$ cat src/rtl/uart_word_streamer.sv
// uart_word_streamer: FIFO-buffered word transmitter sending each word as LSB-first UART byte frames
module uart_word_streamer #(
  parameter int DATA_LENGTH    = 16,
  parameter int FIFO_DEPTH_LOG = 3,
  parameter int CLKS_PER_BIT   = 16,
  parameter int PARITY         = 0,
  parameter int STOP_BITS      = 1
) (
  input  logic                    i_clock,
  input  logic                    i_reset,
  input  logic                    i_valid,
  input  logic [DATA_LENGTH-1:0]  i_data,
  output logic                    o_ready,
  output logic                    o_tx,
  output logic                    o_tx_done,
  output logic                    o_busy,
  output logic                    o_overflow,
  output logic [FIFO_DEPTH_LOG:0] o_level
);
  localparam int DEPTH = 1 << FIFO_DEPTH_LOG;
  localparam int PW    = FIFO_DEPTH_LOG;
  localparam int LW    = FIFO_DEPTH_LOG + 1;
  localparam int NB    = DATA_LENGTH / 8;
  localparam int BW    = NB > 1 ? $clog2(NB) : 1;
  localparam int CW    = $clog2(CLKS_PER_BIT);
  localparam logic [2:0] IDLE  = 3'd0;
  localparam logic [2:0] LOAD  = 3'd1;
  localparam logic [2:0] START = 3'd2;
  localparam logic [2:0] DATA  = 3'd3;
  localparam logic [2:0] PAR   = 3'd4;
  localparam logic [2:0] STOP  = 3'd5;
  logic [DATA_LENGTH-1:0] mem [DEPTH];
  logic [PW-1:0]          wr_ptr_q, wr_ptr_d, rd_ptr_q, rd_ptr_d;
  logic [LW-1:0]          level_q, level_d;
  logic                   ready_q, ready_d, overflow_q, overflow_d;
  logic                   push, pop;
  logic [2:0]             state_q, state_d;
  logic [CW-1:0]          cnt_q, cnt_d;
  logic [2:0]             bit_q, bit_d;
  logic [BW-1:0]          byte_q, byte_d;
  logic [DATA_LENGTH-1:0] shift_q, shift_d;
  logic                   par_q, par_d, tx_q, tx_d, done_q, done_d;
  logic                   line, bit_end, par_bit;
  assign line    = state_q == START || state_q == DATA || state_q == PAR || state_q == STOP;
  assign bit_end = cnt_q == CW'(CLKS_PER_BIT - 1);
  assign pop     = state_q == LOAD;
  assign par_bit = PARITY == 2 ? ~par_q : par_q;
  // FIFO bookkeeping; ready is the registered not-full flag, so a push while full is dropped even on a pop cycle
  always_comb begin
    push       = i_valid && ready_q;
    wr_ptr_d   = wr_ptr_q + PW'(push);
    rd_ptr_d   = rd_ptr_q + PW'(pop);
    level_d    = level_q + LW'(push) - LW'(pop);
    ready_d    = level_d != LW'(DEPTH);
    overflow_d = overflow_q | (i_valid & ~ready_q);
  end
  // Word storage; contents need no reset because level gates every read
  always_ff @(posedge i_clock) begin
    if (push) mem[wr_ptr_q] <= i_data;
  end
  // Transmit FSM: bytes of a word go back to back, one LOAD cycle separates words
  always_comb begin
    state_d = state_q;
    bit_d   = bit_q;
    byte_d  = byte_q;
    shift_d = shift_q;
    par_d   = par_q;
    done_d  = 1'b0;
    cnt_d   = (line && !bit_end) ? cnt_q + 1'b1 : '0;
    case (state_q)
      IDLE: state_d = level_q != '0 ? LOAD : IDLE;
      LOAD: begin
        shift_d = mem[rd_ptr_q];
        byte_d  = '0;
        bit_d   = '0;
        par_d   = 1'b0;
        state_d = START;
      end
      START: state_d = bit_end ? DATA : START;
      DATA: if (bit_end) begin
        shift_d = shift_q >> 1;
        par_d   = par_q ^ shift_q[0];
        bit_d   = bit_q + 3'd1;
        if (bit_q == 3'd7) state_d = PARITY != 0 ? PAR : STOP;
      end
      PAR: state_d = bit_end ? STOP : PAR;
      STOP: if (bit_end) begin
        bit_d = bit_q + 3'd1;
        if (bit_q == 3'(STOP_BITS - 1)) begin
          done_d = 1'b1;
          bit_d  = '0;
          par_d  = 1'b0;
          if (byte_q != BW'(NB - 1)) begin
            byte_d  = byte_q + 1'b1;
            state_d = START;
          end else begin
            state_d = level_q != '0 ? LOAD : IDLE;
          end
        end
      end
      default: state_d = IDLE;
    endcase
  end
  // Line value is registered from the current state so the output never glitches
  always_comb begin
    tx_d = state_q == START ? 1'b0 : state_q == DATA ? shift_q[0] : state_q == PAR ? par_bit : 1'b1;
  end
  // State registers; async reset forces the line idle at once and drops any partial frame
  always_ff @(posedge i_clock or negedge i_reset) begin
    if (!i_reset) begin
      wr_ptr_q   <= '0;
      rd_ptr_q   <= '0;
      level_q    <= '0;
      ready_q    <= 1'b1;
      overflow_q <= 1'b0;
      state_q    <= IDLE;
      cnt_q      <= '0;
      bit_q      <= '0;
      byte_q     <= '0;
      shift_q    <= '0;
      par_q      <= 1'b0;
      tx_q       <= 1'b1;
      done_q     <= 1'b0;
    end else begin
      wr_ptr_q   <= wr_ptr_d;
      rd_ptr_q   <= rd_ptr_d;
      level_q    <= level_d;
      ready_q    <= ready_d;
      overflow_q <= overflow_d;
      state_q    <= state_d;
      cnt_q      <= cnt_d;
      bit_q      <= bit_d;
      byte_q     <= byte_d;
      shift_q    <= shift_d;
      par_q      <= par_d;
      tx_q       <= tx_d;
      done_q     <= done_d;
    end
  end
  assign o_ready    = ready_q;
  assign o_tx       = tx_q;
  assign o_tx_done  = done_q;
  assign o_busy     = state_q != IDLE;
  assign o_overflow = overflow_q;
  assign o_level    = level_q;
endmodule

$ cat config.mk
export PLATFORM = sky130hd
export DESIGN_NAME = uart_word_streamer
export DESIGN_NICKNAME = d
export VERILOG_FILES = /design/src/rtl/uart_word_streamer.sv
export SDC_FILE = /design/constraint.sdc
export NUM_CORES = 1
export LEC_CHECK = 0
export BUFFER_PORTS_ARGS = -buffer_cell sky130_fd_sc_hd__buf_2
export CAP_MARGIN = 20
export CORE_MARGIN = 2
export CORE_UTILIZATION = 53
export DETAILED_ROUTE_END_ITERATION = 10
export PLACE_DENSITY = 0.73
export SYNTH_ARGS = -nofsm -noshare
export SYNTH_HDL_FRONTEND = slang
export SYNTH_SLANG_ARGS = --single-unit
$ cat constraint.sdc
create_clock -name i_clock -period 2.4 [get_ports i_clock]
set_input_delay 0.36 -clock i_clock [delete_from_list [all_inputs] [get_ports i_clock]]
set_output_delay 0.36 -clock i_clock [all_outputs]
set_load 0.005 [all_outputs]
==> reports/summary.json <==
{
  "maxCapViolCount": 0,
  "grt_use_total": 0.1950,
  "antenna_cells_inserted": 0,
  "clock-sinks": 170,
  "synth_enable_flop_cells": 128,
  "chipWidth_um": 118.5,
  "clock_insertion_delay_worst_skew_ns": 0.42,
  "dominantRegCellSynth": "edfxtp_1",
  "finalNetCount": 484,
  "overflow": 0,
  "core.rowCount": 41,
  "p_sw_uw": 1662,
  "gr-usage-met3": 0.05261,
  "drc": 0,
  "numCtsBuffers": 17,
  "max_slew.worst_pin.slew_ns": 0.9432,
  "gp_congestion": 0.7864,
  "path_max_fanout": 4,
  "fin_total_pwr_uw": 7020,
  "synth_cells": 391,
  "cts_tree": "done",
  "endpoint_kind": "flip-flop",
  "via_per_inst": 5.722,
  "finish.utilization": 0.6273,
  "switching_power_share_of_the_total": 0.2367,
  "final_wirelength_um": 12710,
  "path_common_cell": "inv_1",
  "synth_cell_area_mm2": 0.006949,
  "grt_start_max_net_pins": 30,
  "slowest_stage": "or4b_4",
  "num_vias": 3639,
  "clock_transition_time_at_the_flip_flop_clock_pins_of_the_worst_setup_and_hold_paths_ns": 0.06,
  "final.period_utilization": 0.9269,
  "layout-drive-gt1-share": 0.2500,
  "synth_top_area_share": 0.5531,
  "totalNegativeSetupSlack_ns": 0,
  "cp.buffers_inverters": 2,
  "cts_htree_levels": 4,
  "global_route.usage.met1": 0.2566,
  "ys_seq_elements": 170,
  "cts.path.max_buffers": 2,
  "clkPwrFrac": 0.342,
  "crit_required_ns": 2.73,
  "startpoint_kind_of_the_worst_setup_timing_path": "flip-flop",
  "post_synth.cell_area_avg_um2": 17.77,
  "power.ir.vdd_worst_uv": 495.1,
  "sequential_power_share": 0.532,
  "grt_first_pass_wirelength_um": 20310,
  "grt_antenna_before_repair": 0,
  "hold_path_class": "input port to flip-flop",
  "dieHeight_um": 118.5,
  "maxSlewHeadroom": 0.3712,
  "hold_ws_ns": 0.1625,
  "synthDominantAreaCellType": "edfxtp_1",
  "fin_area_mm2": 0.007980,
  "grt.met2_usage": 0.3168,
  "yosysSeqAreaShare": 0.7047,
  "comb_power_share": 0.126,
  "power_leakage_uw": 0.003057,
  "design.core.area_mm2": 0.01272,
  "rsz0062_at_grt": "false",
  "start_util": 0.5462,
  "worst_case_clock_skew_ns": 0.003950,
  "synth_nets": 423,
  "wire_per_inst_um": 19.99,
  "finalCriticalPeriod_ns": 2.225,
  "cp.arrival_ns": 2.56,
  "async_flop_share": 0.2471,
  "finalSetupViolCount": 0,
  "detailedRoute.firstIterationViolations": 228,
  "die_footprint_mm2": 0.01404,
  "slew_violations": 0,
  "power.density_mw_per_mm2": 879.7,
  "timing.critical_path.max_delay_family": "adder cells",
  "synth.yosys.warnings": 0,
  "synth.area.top_cells": "edfxtp_1, dfrtp_1, mux4_2",
  "timing.critical_path.cells": "nand2_1, xnor2_1, ha_2, inv_1, fa_1, inv_1, or4b_4",
  "post_dp_hpwl_um": 7984,
  "run_status": "finished, final reports clean",
  "cpPeakStageDelay_ns": 0.54,
  "synthDistinctLibCells": 47,
  "drt_pre_antenna_iters": 4,
  "fmax_mhz": 449.5,
  "antenna_violating_nets_post_route": 0,
  "internal_power_uw": 5358,
  "setup.worst_path.class": "flip-flop to flip-flop",
  "place.port_buffers": 27,
  "clk_root_buffer_cell": "clkbuf_16",
  "cts.repair_timing.setup_buffer_count": 0,
  "hold_viol": 0,
  "vias_in_the_first_global_route": 3745,
  "placement.cell_area_mm2": 0.007447,
  "grt-busiest-layer": "met2",
  "area_growth_pct": 14.84,
  "ios": 28
}
==> metal layers <==
metal / wire [µm] / part of all wire
met5: 0 / 0
met4: 223 / 0.018
met3: 521 / 0.041
met2: 6445 / 0.51
met1: 5522 / 0.43
==> repair_timing <==
action / CTS / global route
endpoints found under the setup margin: 0 / 1
hold buffers: 1 / 0
hold endpoints to repair: 18 / 0
gates resized for setup: 0 / 2
==> placed cells by master (no fill, tap or decap), types with 4 or more instances in the layout <==
| master | count |
|---|---|
| mux4_1 | 9 |
| buf_4 | 31 |
| nand2_1 | 6 |
| o21ai_0 | 6 |
| inv_1 | 27 |
| ha_1 | 11 |
| clkbuf_16 | 17 |
| a21oi_1 | 7 |
| a21o_1 | 17 |
| xor2_1 | 5 |
| nor2_1 | 17 |
| a221oi_1 | 13 |
| nand2b_1 | 5 |
| buf_2 | 27 |
| mux4_2 | 23 |
| dfrtp_1 | 39 |
| edfxtp_1 | 128 |
| clkinv_1 | 6 |
| mux2i_1 | 15 |
| and2_1 | 4 |
==> sequential cells by signal, summed over array words and instances, names as in the netlist <==
register and cells:
mem 128, cnt_q 4, par_bit 1, o_tx_done 1, o_overflow 1, wr_ptr_q 3, bit_q 3, o_ready 1
state_q 3, shift_q 16, byte_q 1, o_level 4, rd_ptr_q 3, o_tx 1
==> power by group through the flow <==
stage	Combinational [µW]	Clock (µW)	Sequential (µW)
global route	977	2560	3770
global placement	850	0	3770
finish	883	2400	3740
CTS	877	2450	3740
detailed placement	869	0	3790
floorplan	496	0	3760
==> synth_stat cells (all sizes together), types with 5 or more instances <==
cell type and count:
ha 12, nand2b 5, dfrtp 40, edfxtp 128, buf 12, inv 27
nor2 17, mux4 32, a21oi 7, xor2 5, a221oi 13, mux2i 15
clkbuf 5, o21ai 6, nand2 6, a21o 17
==> cell families after synthesis <==
kind of cell | share of synthesized area
fa+ha+maj | 0.02449
simple gates | 0.03763
xor+xnor | 0.01008
flops | 0.7047
mux | 0.1334
buf+inv | 0.02935
compound gates | 0.06032
==> area by class of cell <==
| cell class | count | area [µm²] |
|---|---|---|
| clock buffer | 19 | 432.9 |
| clock inverter | 12 | 83.83 |
| fill | 937 | 4742 |
| inverter | 27 | 101.3 |
| multi-input combinational | 177 | 1871 |
| sequential | 170 | 4898 |
| tap | 172 | 215.2 |
| timing repair buffer | 59 | 377.9 |
==> per-stage QoR <==
step	cells	setup WS [ns]
global route	636	0.07696
detailed placement	604	0.05592
CTS	636	0.02914
floorplan	391	0.03262
global placement	604	0.1103
finish	636	0.1754
==> worst paths after layout <==
| check | from | end | slack, ns | cells past startpoint |
|---|---|---|---|---|
| min | i_valid | o_overflow | 0.16 | 2 |
| min in group asynchronous | i_reset | cnt_q[0] | 0.42 | 2 |
| max | o_ready | o_ready | 0.18 | 7 |
| max reg2reg | o_ready | o_ready | 0.18 | 7 |
| max in group asynchronous | i_reset | shift_q[10] | 1.39 | 3 |
| min reg2reg | o_overflow | o_overflow | 0.45 | 1 |
==> worst register-to-register path, stage by stage (launching register included) <==
cell and delay, ns:
dfstp_2 0.53, nand2_1 0.11, xnor2_1 0.17, ha_2 0.20, inv_1 0.05, fa_1 0.47, inv_1 0.06, or4b_4 0.54
No activity file was read; power rests on OpenSTA's default activity.
